==> src/rtl/uart_ram_dump.sv <==
// Streams a block of RAM out of an 8N1 UART (LSB first) while holding the CPU off the RAM.
// Define UART_DUMP_CHECKSUM_EN to append a two's-complement checksum trailer frame.
module uart_ram_dump #(
  parameter int CLK_HZ     = 25000000,
  parameter int BAUD       = 115200,
  parameter int RAM_SETTLE = 2
) (
  input  logic        clk_ram,
  input  logic        reset_n,
  input  logic        start,
  input  logic [15:0] start_addr,
  input  logic [15:0] length,
  output logic [15:0] raddr,
  input  logic [7:0]  rdata,
  output logic        ask_for_ram,
  output logic        serial_txd,
  output logic        busy,
  output logic        done
);

  localparam int          CLKS_PER_BIT = CLK_HZ / BAUD;
  localparam logic [15:0] BIT_LAST     = 16'(CLKS_PER_BIT - 1);
  localparam logic [15:0] SETTLE_LAST  = 16'(RAM_SETTLE - 1);

  typedef enum logic [2:0] {
    S_IDLE    = 3'd0,
    S_SETTLE  = 3'd1,
    S_RD_ADDR = 3'd2,
    S_RD_DATA = 3'd3,
    S_SEND    = 3'd4,
    S_FINISH  = 3'd5
  } state_t;

  state_t      state_q, state_d;
  logic [15:0] addr_q, addr_d;
  logic [15:0] rem_q, rem_d;
  logic [15:0] raddr_q, raddr_d;
  logic [15:0] baud_q, baud_d;
  logic [7:0]  shift_q, shift_d;
  logic [3:0]  bit_q, bit_d;
  logic        txd_q, txd_d;
  logic        ask_q, ask_d;
  logic        busy_q, busy_d;
  logic        done_q, done_d;
  logic        trl_pending_s;

`ifdef UART_DUMP_CHECKSUM_EN
  logic [7:0]  sum_q, sum_d;
  logic        trl_q, trl_d;
  assign trl_pending_s = ~trl_q;
`else
  assign trl_pending_s = 1'b0;
`endif

  // State and datapath registers
  always_ff @(posedge clk_ram or negedge reset_n) begin
    if (!reset_n) begin
      state_q <= S_IDLE;
      addr_q  <= 16'd0;
      rem_q   <= 16'd0;
      raddr_q <= 16'd0;
      baud_q  <= 16'd0;
      shift_q <= 8'd0;
      bit_q   <= 4'd0;
      txd_q   <= 1'b1;
      ask_q   <= 1'b0;
      busy_q  <= 1'b0;
      done_q  <= 1'b0;
`ifdef UART_DUMP_CHECKSUM_EN
      sum_q   <= 8'd0;
      trl_q   <= 1'b0;
`endif
    end else begin
      state_q <= state_d;
      addr_q  <= addr_d;
      rem_q   <= rem_d;
      raddr_q <= raddr_d;
      baud_q  <= baud_d;
      shift_q <= shift_d;
      bit_q   <= bit_d;
      txd_q   <= txd_d;
      ask_q   <= ask_d;
      busy_q  <= busy_d;
      done_q  <= done_d;
`ifdef UART_DUMP_CHECKSUM_EN
      sum_q   <= sum_d;
      trl_q   <= trl_d;
`endif
    end
  end

  // Next-state and next-output logic
  always_comb begin
    state_d = state_q;
    addr_d  = addr_q;
    rem_d   = rem_q;
    raddr_d = raddr_q;
    baud_d  = baud_q;
    shift_d = shift_q;
    bit_d   = bit_q;
    txd_d   = txd_q;
    ask_d   = ask_q;
    busy_d  = busy_q;
    done_d  = done_q;
`ifdef UART_DUMP_CHECKSUM_EN
    sum_d   = sum_q;
    trl_d   = trl_q;
`endif

    case (state_q)
      S_IDLE: begin
        if (start) begin
          addr_d  = start_addr;
          rem_d   = length;
          busy_d  = 1'b1;
          ask_d   = 1'b1;
          baud_d  = 16'd0;
          bit_d   = 4'd0;
          state_d = S_SETTLE;
`ifdef UART_DUMP_CHECKSUM_EN
          sum_d   = 8'd0;
          trl_d   = 1'b0;
`endif
        end else begin
          state_d = S_IDLE;
        end
      end

      // The baud counter doubles as the CPU-halt settle timer.
      S_SETTLE: begin
        if (baud_q == SETTLE_LAST) begin
          baud_d = 16'd0;
          if ((rem_q != 16'd0) || trl_pending_s) begin
            raddr_d = addr_q;
            state_d = S_RD_ADDR;
          end else begin
            state_d = S_FINISH;
          end
        end else begin
          baud_d = baud_q + 16'd1;
        end
      end

      S_RD_ADDR: begin
        state_d = S_RD_DATA;
      end

      S_RD_DATA: begin
        baud_d  = 16'd0;
        bit_d   = 4'd0;
        txd_d   = 1'b0;
        state_d = S_SEND;
        if (rem_q != 16'd0) begin
          shift_d = rdata;
          addr_d  = addr_q + 16'd1;
          rem_d   = rem_q - 16'd1;
`ifdef UART_DUMP_CHECKSUM_EN
          sum_d   = sum_q + rdata;
`endif
        end else begin
`ifdef UART_DUMP_CHECKSUM_EN
          shift_d = 8'd0 - sum_q;
          trl_d   = 1'b1;
`else
          shift_d = shift_q;
`endif
        end
      end

      // bit_q: 0 = start, 1..8 = data, 9 = stop; the shifter always presents the next data bit.
      S_SEND: begin
        if (baud_q == BIT_LAST) begin
          baud_d = 16'd0;
          if (bit_q == 4'd9) begin
            if ((rem_q != 16'd0) || trl_pending_s) begin
              raddr_d = addr_q;
              state_d = S_RD_ADDR;
            end else begin
              done_d  = 1'b1;
              ask_d   = 1'b0;
              busy_d  = 1'b0;
              state_d = S_FINISH;
            end
          end else begin
            bit_d   = bit_q + 4'd1;
            txd_d   = (bit_q == 4'd8) ? 1'b1 : shift_q[0];
            shift_d = {1'b0, shift_q[7:1]};
          end
        end else begin
          baud_d = baud_q + 16'd1;
        end
      end

      // Entered with done already set after a frame, or with it clear for an empty dump.
      S_FINISH: begin
        if (done_q) begin
          done_d  = 1'b0;
          state_d = S_IDLE;
        end else begin
          done_d  = 1'b1;
          ask_d   = 1'b0;
          busy_d  = 1'b0;
        end
      end

      default: begin
        state_d = S_IDLE;
      end
    endcase
  end

  assign raddr       = raddr_q;
  assign ask_for_ram = ask_q;
  assign serial_txd  = txd_q;
  assign busy        = busy_q;
  assign done        = done_q;

endmodule

==> config.mk <==
export PLATFORM = sky130hd
export DESIGN_NAME = uart_ram_dump
export DESIGN_NICKNAME = d
export VERILOG_FILES = /design/src/rtl/uart_ram_dump.sv
export SDC_FILE = /design/constraint.sdc
export NUM_CORES = 1
export LEC_CHECK = 0
export ABC_AREA = 1
export BUFFER_PORTS_ARGS = -buffer_cell sky130_fd_sc_hd__buf_2
export CORE_MARGIN = 4
export CORE_UTILIZATION = 60
export DETAILED_ROUTE_END_ITERATION = 6
export GPL_ROUTABILITY_DRIVEN = 0
export GPL_TIMING_DRIVEN = 0
export PLACE_DENSITY = 0.82
export SLEW_MARGIN = 5
export SYNTH_ARGS = -nofsm -noshare
export SYNTH_HDL_FRONTEND = slang
export SYNTH_SLANG_ARGS = --single-unit
==> constraint.sdc <==
create_clock -name clk_ram -period 3.1 [get_ports clk_ram]
set_clock_uncertainty 0.1 [all_clocks]
set_input_delay 0.31 -clock clk_ram [delete_from_list [all_inputs] [get_ports clk_ram]]
set_output_delay 0.31 -clock clk_ram [all_outputs]
set_load 0.05 [all_outputs]
==> summary.md, run 1 <==
| Metric | Value |
|---|---|
| Status | finished, final reports clean |
| Layout cells sized above 1 | a little under a fifth |
| Setup violators final | 0 |
| Maximum vdd drop | roughly 770 µV |
| Initial Util | between 60 and 70% |
| Max cap viols | 0 |
| Hold Path Cell Cnt | 3 |
| Slew Viols, Final | 0 |
| Worst-margin pin slew | about 0.62 ns |
| Crit path max-delay family | simple AND/OR/NAND/NOR gates |
| Antenna Nets Post-Route | 0 |
| Main synth FF type | dfrtp_1 |
| Unique masters post-synth | 39 |
| Final Net Count | between 800 and 900 |
| CTS tree | yes |
| I/O pin total | between 60 and 70 |
| Fin Hold WS | 0.0929 ns |
| Synthesized area | 5120 µm² |
| Drt pass-1 iters | 7 |
| Die height | roughly 100 µm |
| Vias | approximately 5000 |
| Layout area overhead | 13.5% |
| N_diodes | 0 |
| Worst Setup End Kind | flop |
| First-pass GRT wire length | 21.0 mm |
| Rows | 33 |
| Grt total ovfl | 0 |
| WP data required | 3.24 ns |
| Yosys top cell by area | dfrtp_1 |
| Reg2reg path depth | 10 |
| RSZ-0062 raised after global routing | false |
| Clock tree buffer depth | 2 |
| Area share of the largest cell type after synthesis | approximately two fifths |
| Syn Nets | between 700 and 800 |
| Worst path bufs/invs | 2 |
| Crit-path max FO | 10 |
| DR iter-0 viols | 348 |
| Setup_tns | 0 ns |
| Hold WC Path Type | primary input to flop |
| Core Area | ~8300 µm² |
| Die Span X | 100 µm |
| Die area | between 10000 and 15000 µm² |
| Worst setup path startpoint | rem_q[0] |
| Via density | 5.53 |
| Register area share after synthesis | between 40% and 50% |
| Hold Crit Start | start_addr[13] |
| Vias in the first global route | around 4600 |
| Slew headroom | about three fifths |
| # clock sinks | 82 |
| Final hold vios | 0 |
| Worst Setup Start Kind | flop |
| CTS clk-pin slew, worst paths | about 0.09 ns |
| P per Cell Area | roughly 1000 nW/µm² |
| DRC violations left | 0 |
| Final worst path period share | 65.4% |
| Post-route minimum period | ~2.0 ns |
| Reg2reg end | addr_q[7] |
| Pleak | 2.91 nW |
| Fillers | between 600 and 700 |
| Asr flop ratio synth | 100% |
| Highest clock rate | between 400 and 500 MHz |
| Cell count after placement | a little under 900 |
| Slowest stage cell, crit path | dfrtp_1 |
| Synth Register Bits | between 80 and 90 |
| Synth Instances | 708 |
| Top cells by area, synth | dfrtp_1 40%, nand2_1 16%, nor2_1 6.7% |
| Number of synthesized flops with an enable pin | 0 |
| Worst path max stage delay | roughly 0.38 ns |
| Initial antenna violation count | 0 |
| Non-Filler Instances | ~890 |
| Final Core Density | 70.4% |
| Kind of critical path | flop to flop |
| Final wirelength | between 10 and 15 mm |
| Per-cell routed wire length | approximately 14 µm |
| Slack of the worst reg-to-reg path | between 1 and 1.5 ns |
| Syn Area/Cell | 7.23 µm² |
| WP data arrival | 2.16 ns |
| Clock latency on the worst-skew pair | between 0.3 and 0.4 ns |
| Post-DP HPWL | roughly 9.0 mm |
| Pin count of the biggest net entering global routing | 60 |
| Design Power | approximately 5.8 mW |
| Crit-path cells | inv_1 > ha_1 > nand2_1 > nor2_4 > nand2_4 > nand2_2 > nand2_2 > buf_2 > o211ai_1 > nand2_1 |
| Critical R2R Launch | rem_q[0] |
| Root Driver | clkbuf_8 |
| Total CTS buffers | 9 |
| Port buffer count | 62 |
| H-tree levels | 3 |
| Worst hold endpoint | addr_q[13] |
| Global Route Usage Sum | ~26% |
| Yosys warns | 0 |
==> synth_stat cells, types with 3 or more instances <==
| cell type | number |
|---|---|
| buf_4 | 5 |
| o21a_1 | 3 |
| inv_2 | 7 |
| a21oi_1 | 10 |
| a31oi_1 | 5 |
| nand4_1 | 13 |
| nor2_4 | 4 |
| nand2_1 | 215 |
| nor3_1 | 10 |
| nand3_1 | 58 |
| dfrtp_1 | 81 |
| nor2_1 | 91 |
| buf_2 | 13 |
| inv_1 | 60 |
| mux2i_1 | 7 |
| o211ai_1 | 10 |
| nand3_2 | 11 |
| nand2_2 | 8 |
| ha_1 | 8 |
| or2_2 | 9 |
| o21ai_1 | 8 |
| nor2_2 | 3 |
| o21ai_0 | 44 |
| xor2_1 | 6 |
==> state kept, by name, indices dropped and copies added, names as in the netlist <==
register / cells
addr_q: 16
baud_q: 16
raddr: 16
rem_q: 16
shift_q: 8
bit_q: 4
state_q: 3
busy: 1
done: 1
serial_txd: 1
==> per-stage QoR <==
step,cell area (µm²),setup WS [ns]
finish,5810,1.07
global route,5810,0.924
CTS,5810,1.10
detailed placement,5590,1.12
global placement,5560,0.955
floorplan,5120,1.42
==> cell type report <==
| type | instances | area [µm²] | share of cell area, % |
|---|---|---|---|
| tap | 105 | 131 | 2.26 |
| multi-input combinational | 537 | 2680 | 46.0 |
| timing repair buffer | 64 | 350 | 6.03 |
| clock inverter | 5 | 80.1 | 1.38 |
| buffer | 22 | 141 | 2.43 |
| clock buffer | 11 | 131 | 2.26 |
| sequential | 82 | 2050 | 35.3 |
| inverter | 67 | 251 | 4.33 |
==> worst max path at each step <==
stage           endpoint  slack, ns  depth (start not counted)
6_report       addr_q[7]       1.07                         10
5_1_grt        addr_q[7]       0.92                         10
4_1_cts        addr_q[7]       1.10                         10
3_5_place_dp   addr_q[7]       1.12                         10
3_3_place_gp   rem_q[12]       0.95                          1
2_1_floorplan  addr_q[4]       1.42                         10
==> worst reg2reg max path, cell delays in order (launching register included) <==
cell and delay (ns):
dfrtp_1 0.38, inv_1 0.09, ha_1 0.19, nand2_1 0.15
nor2_4 0.23, nand2_4 0.11, nand2_2 0.08, nand2_2 0.10
buf_2 0.23, o211ai_1 0.14, nand2_1 0.10
==> metal layers <==
layer / routed length [µm] / vias up / GRT usage (%)
met5: 0 / - / 0
met2: 5930 / 184 / 42.6
met3: 832 / 22 / 4.45
met4: 184 / 0 / 7.77
li1: - / 2429 / -
met1: 5580 / 2307 / 35.0
==> logic make-up after synthesis <==
group | count (synthesis) | share of synthesized area [%]
and+or+nand+nor | 431 | 38.5
buffers and inverters | 89 | 7.67
AOI/OAI and AO/OA | 83 | 9.04
DFF | 82 | 40.1
xor gates and xnor gates | 8 | 1.37
adders and majority gates | 8 | 1.95
muxes | 7 | 1.37
==> placed cells by master (no fill, tap or decap), drive strengths merged, types with 3 or more instances in the layout <==
cell type and count:
clkbuf 13, o21a 3, nor3 10, nor2 99
ha 8, or2 9, inv 67, dfrtp 81
mux2i 7, o21ai 52, o211ai 10, xor2 6
a21oi 11, a31oi 5, nand4 14, buf 83
nand2 226, nand3 69
==> what timing repair did <==
action | CTS | global route
gates resized for setup | 0 | 0
endpoints found under the hold margin | 22 | 0
hold buffers | 1 | 0
setup buffers | 0 | 0
endpoints found under the setup margin | 0 | 0
==> power by group <==
part	internal (mW)	switching (mW)	total, mW
Combinational	0.940	2.07	3.01
Clock	0.453	0.408	0.861
Sequential	1.49	0.413	1.90
No activity file was read; power rests on OpenSTA's default activity.
==> run 2, diff against run 1 <==
Settings changed: CORE_UTILIZATION 60 to 59, PLACE_DENSITY 0.82 to 0.81.
Clock period 3.1 ns to 1.95 ns, I/O delays scaled along.
==> run 2 against run 1 <==
  * Via count increased by 2.8%
  * Worst setup slack worse by 0.99 ns
  * Count of clock-buffer cells in the layout is 1 lower
  * Core utilization grew 2.7 points
  * Sequential share of layout area down 1.6 points
  * Sequential cell count unchanged
  * Maximum frequency increased by 8.4%
  * Critical path type unchanged
  * Highest routed layer unchanged
==> summary.md, run 2 (synthesized netlist as in run 1, its figures left out) <==
| Metric | Value |
|---|---|
| Highest clock rate | 535 MHz |
| Slew Viols, Final | 0 |
| Final Net Count | between 800 and 900 |
| N_diodes | 0 |
| Maximum vdd drop | around 1100 µV |
| Worst Setup End Kind | flop |
| Clock tree buffer depth | 2 |
| Global Route Usage Sum | 26.2% |
| DR iter-0 viols | approximately 270 |
| Kind of critical path | flop to flop |
| Layout cells sized above 1 | 22.1% |
| Port buffer count | 62 |
| Reg2reg end | rem_q[7] |
| P per Cell Area | between 1500 and 2000 nW/µm² |
| CTS clk-pin slew, worst paths | around 0.090 ns |
| Fillers | 671 |
| DRC violations left | 0 |
| Clock latency on the worst-skew pair | about 0.37 ns |
| Post-DP HPWL | 9.10 mm |
| Slack of the worst reg-to-reg path | 0.08 ns |
| Per-cell routed wire length | ~14 µm |
| Grt total ovfl | 0 |
| Most common cell after layout, fill and taps aside | nand2_1 |
| Commonest non-fill, non-tap cells in the layout | 213 x nand2_1, 87 x nor2_1, 77 x dfrtp_1 |
| CTS tree | yes |
| Vias in the first global route | ~4800 |
| Die area | just over 10000 µm² |
| Total CTS buffers | 9 |
| Worst Setup Start Kind | flop |
| WP data arrival | roughly 2.0 ns |
| Worst setup path endpoint | rem_q[7] |
| Pin count of the biggest net entering global routing | 46 |
| Via density | roughly 5.6 |
| Final wirelength | 13.2 mm |
| Final worst path period share | between 90% and 100% |
| Critical R2R Launch | state_q[2] |
| H-tree levels | 3 |
| Hold WC Path Type | primary input to flop |
| Design Power | just under 10 mW |
| Vias | 5082 |
| Reg2reg path depth | 10 |
| I/O pin total | 63 |
| Max cap viols | 0 |
| First-pass GRT wire length | approximately 22 mm |
| WP data required | approximately 2.1 ns |
| Setup violators final | 0 |
| Fin Hold WS | between 0.015 and 0.02 ns |
| Slew headroom | slightly above 60% |
| Die height | a little over 100 µm |
| Die Span X | 101 µm |
| Layout area overhead | 19.1% |
| Core Area | between 8000 and 9000 µm² |
| Root Driver | clkbuf_8 |
| Initial antenna violation count | 0 |
| Status | finished, final reports clean |
| Post-route minimum period | ~1.9 ns |
| Rows | 33 |
| Initial Util | 61.4% |
| # clock sinks | just over 80 |
| Crit-path max FO | 10 |
| Antenna Nets Post-Route | 0 |
| Final hold vios | 0 |
| Worst setup path startpoint | state_q[2] |
| Non-Filler Instances | between 900 and 1000 |
| Pleak | approximately 3 nW |
| Final Core Density | approximately 73% |
| Worst-margin pin slew | slightly below 0.6 ns |
| Drt pass-1 iters | 5 |
| Cell count after placement | roughly 880 |
[run 2: timing repair]
item / 4_1_cts / 5_1_grt
cloned: 0 / 3
hold endpoints to repair: 42 / 0
hold buffers: 7 / 0
setup buffers: 0 / 12
setup endpoints to repair: 9 / 58
pin swaps: 1 / 8
gates resized for setup: 2 / 30
[run 2: cell type report]
cell class | count | area, µm² | share of cell area, %
multi-input cells | 539 | 2750 | 45.0
clock buffers | 10 | 128 | 2.09
repair buffers | 83 | 538 | 8.82
clock inverters | 6 | 91.3 | 1.50
flip-flops and latches | 82 | 2060 | 33.7
inverters | 67 | 251 | 4.12
plain buffers | 22 | 156 | 2.56
well taps | 105 | 131 | 2.15
[run 2: critical path, cell delays in order (launching register included)]
cell,delay [ns]
dfrtp_2,0.47
inv_2,0.11
nand2_2,0.10
nor2_4,0.21
buf_4,0.15
nand2_2,0.05
nand2_2,0.15
buf_4,0.22
o21ai_0,0.10
nand2_1,0.08
nand2_1,0.05
[run 2: worst min-delay path by stage]
stage,start,end,cells past startpoint,slack (ns)
after floorplan,reset_n,addr_q[0],0,-0.20
after global placement,start_addr[13],addr_q[13],3,0.34
after detailed placement,reset_n,baud_q[7],1,0.11
after CTS,start_addr[2],addr_q[2],3,0.009
after global routing,start_addr[2],addr_q[2],3,0.04
final,start_addr[2],addr_q[2],3,0.02
[run 2: through the flow]
step	setup TNS, ns	setup slack (ns)	area, µm²
2_1_floorplan	0	0.269	5120
3_3_place_gp	-6.32	-0.0811	5560
3_5_place_dp	-0.0271	-0.0205	5590
4_1_cts	0	0.0107	5890
5_1_grt	-0.0820	-0.0239	6100
6_report	0	0.0806	6100
[run 2: metal layers]
layer	vias to the layer above	global-route usage [%]	wire (µm)
li1	2480	-	-
met1	2344	34.9	5700
met2	227	43.2	6210
met3	31	3.99	1020
met4	0	9.82	236
met5	-	0	0
[run 2: where the power goes]
part / switching, mW / internal (mW)
clock: 0.682 / 0.727
combinational: 3.45 / 1.83
sequential: 0.670 / 2.37
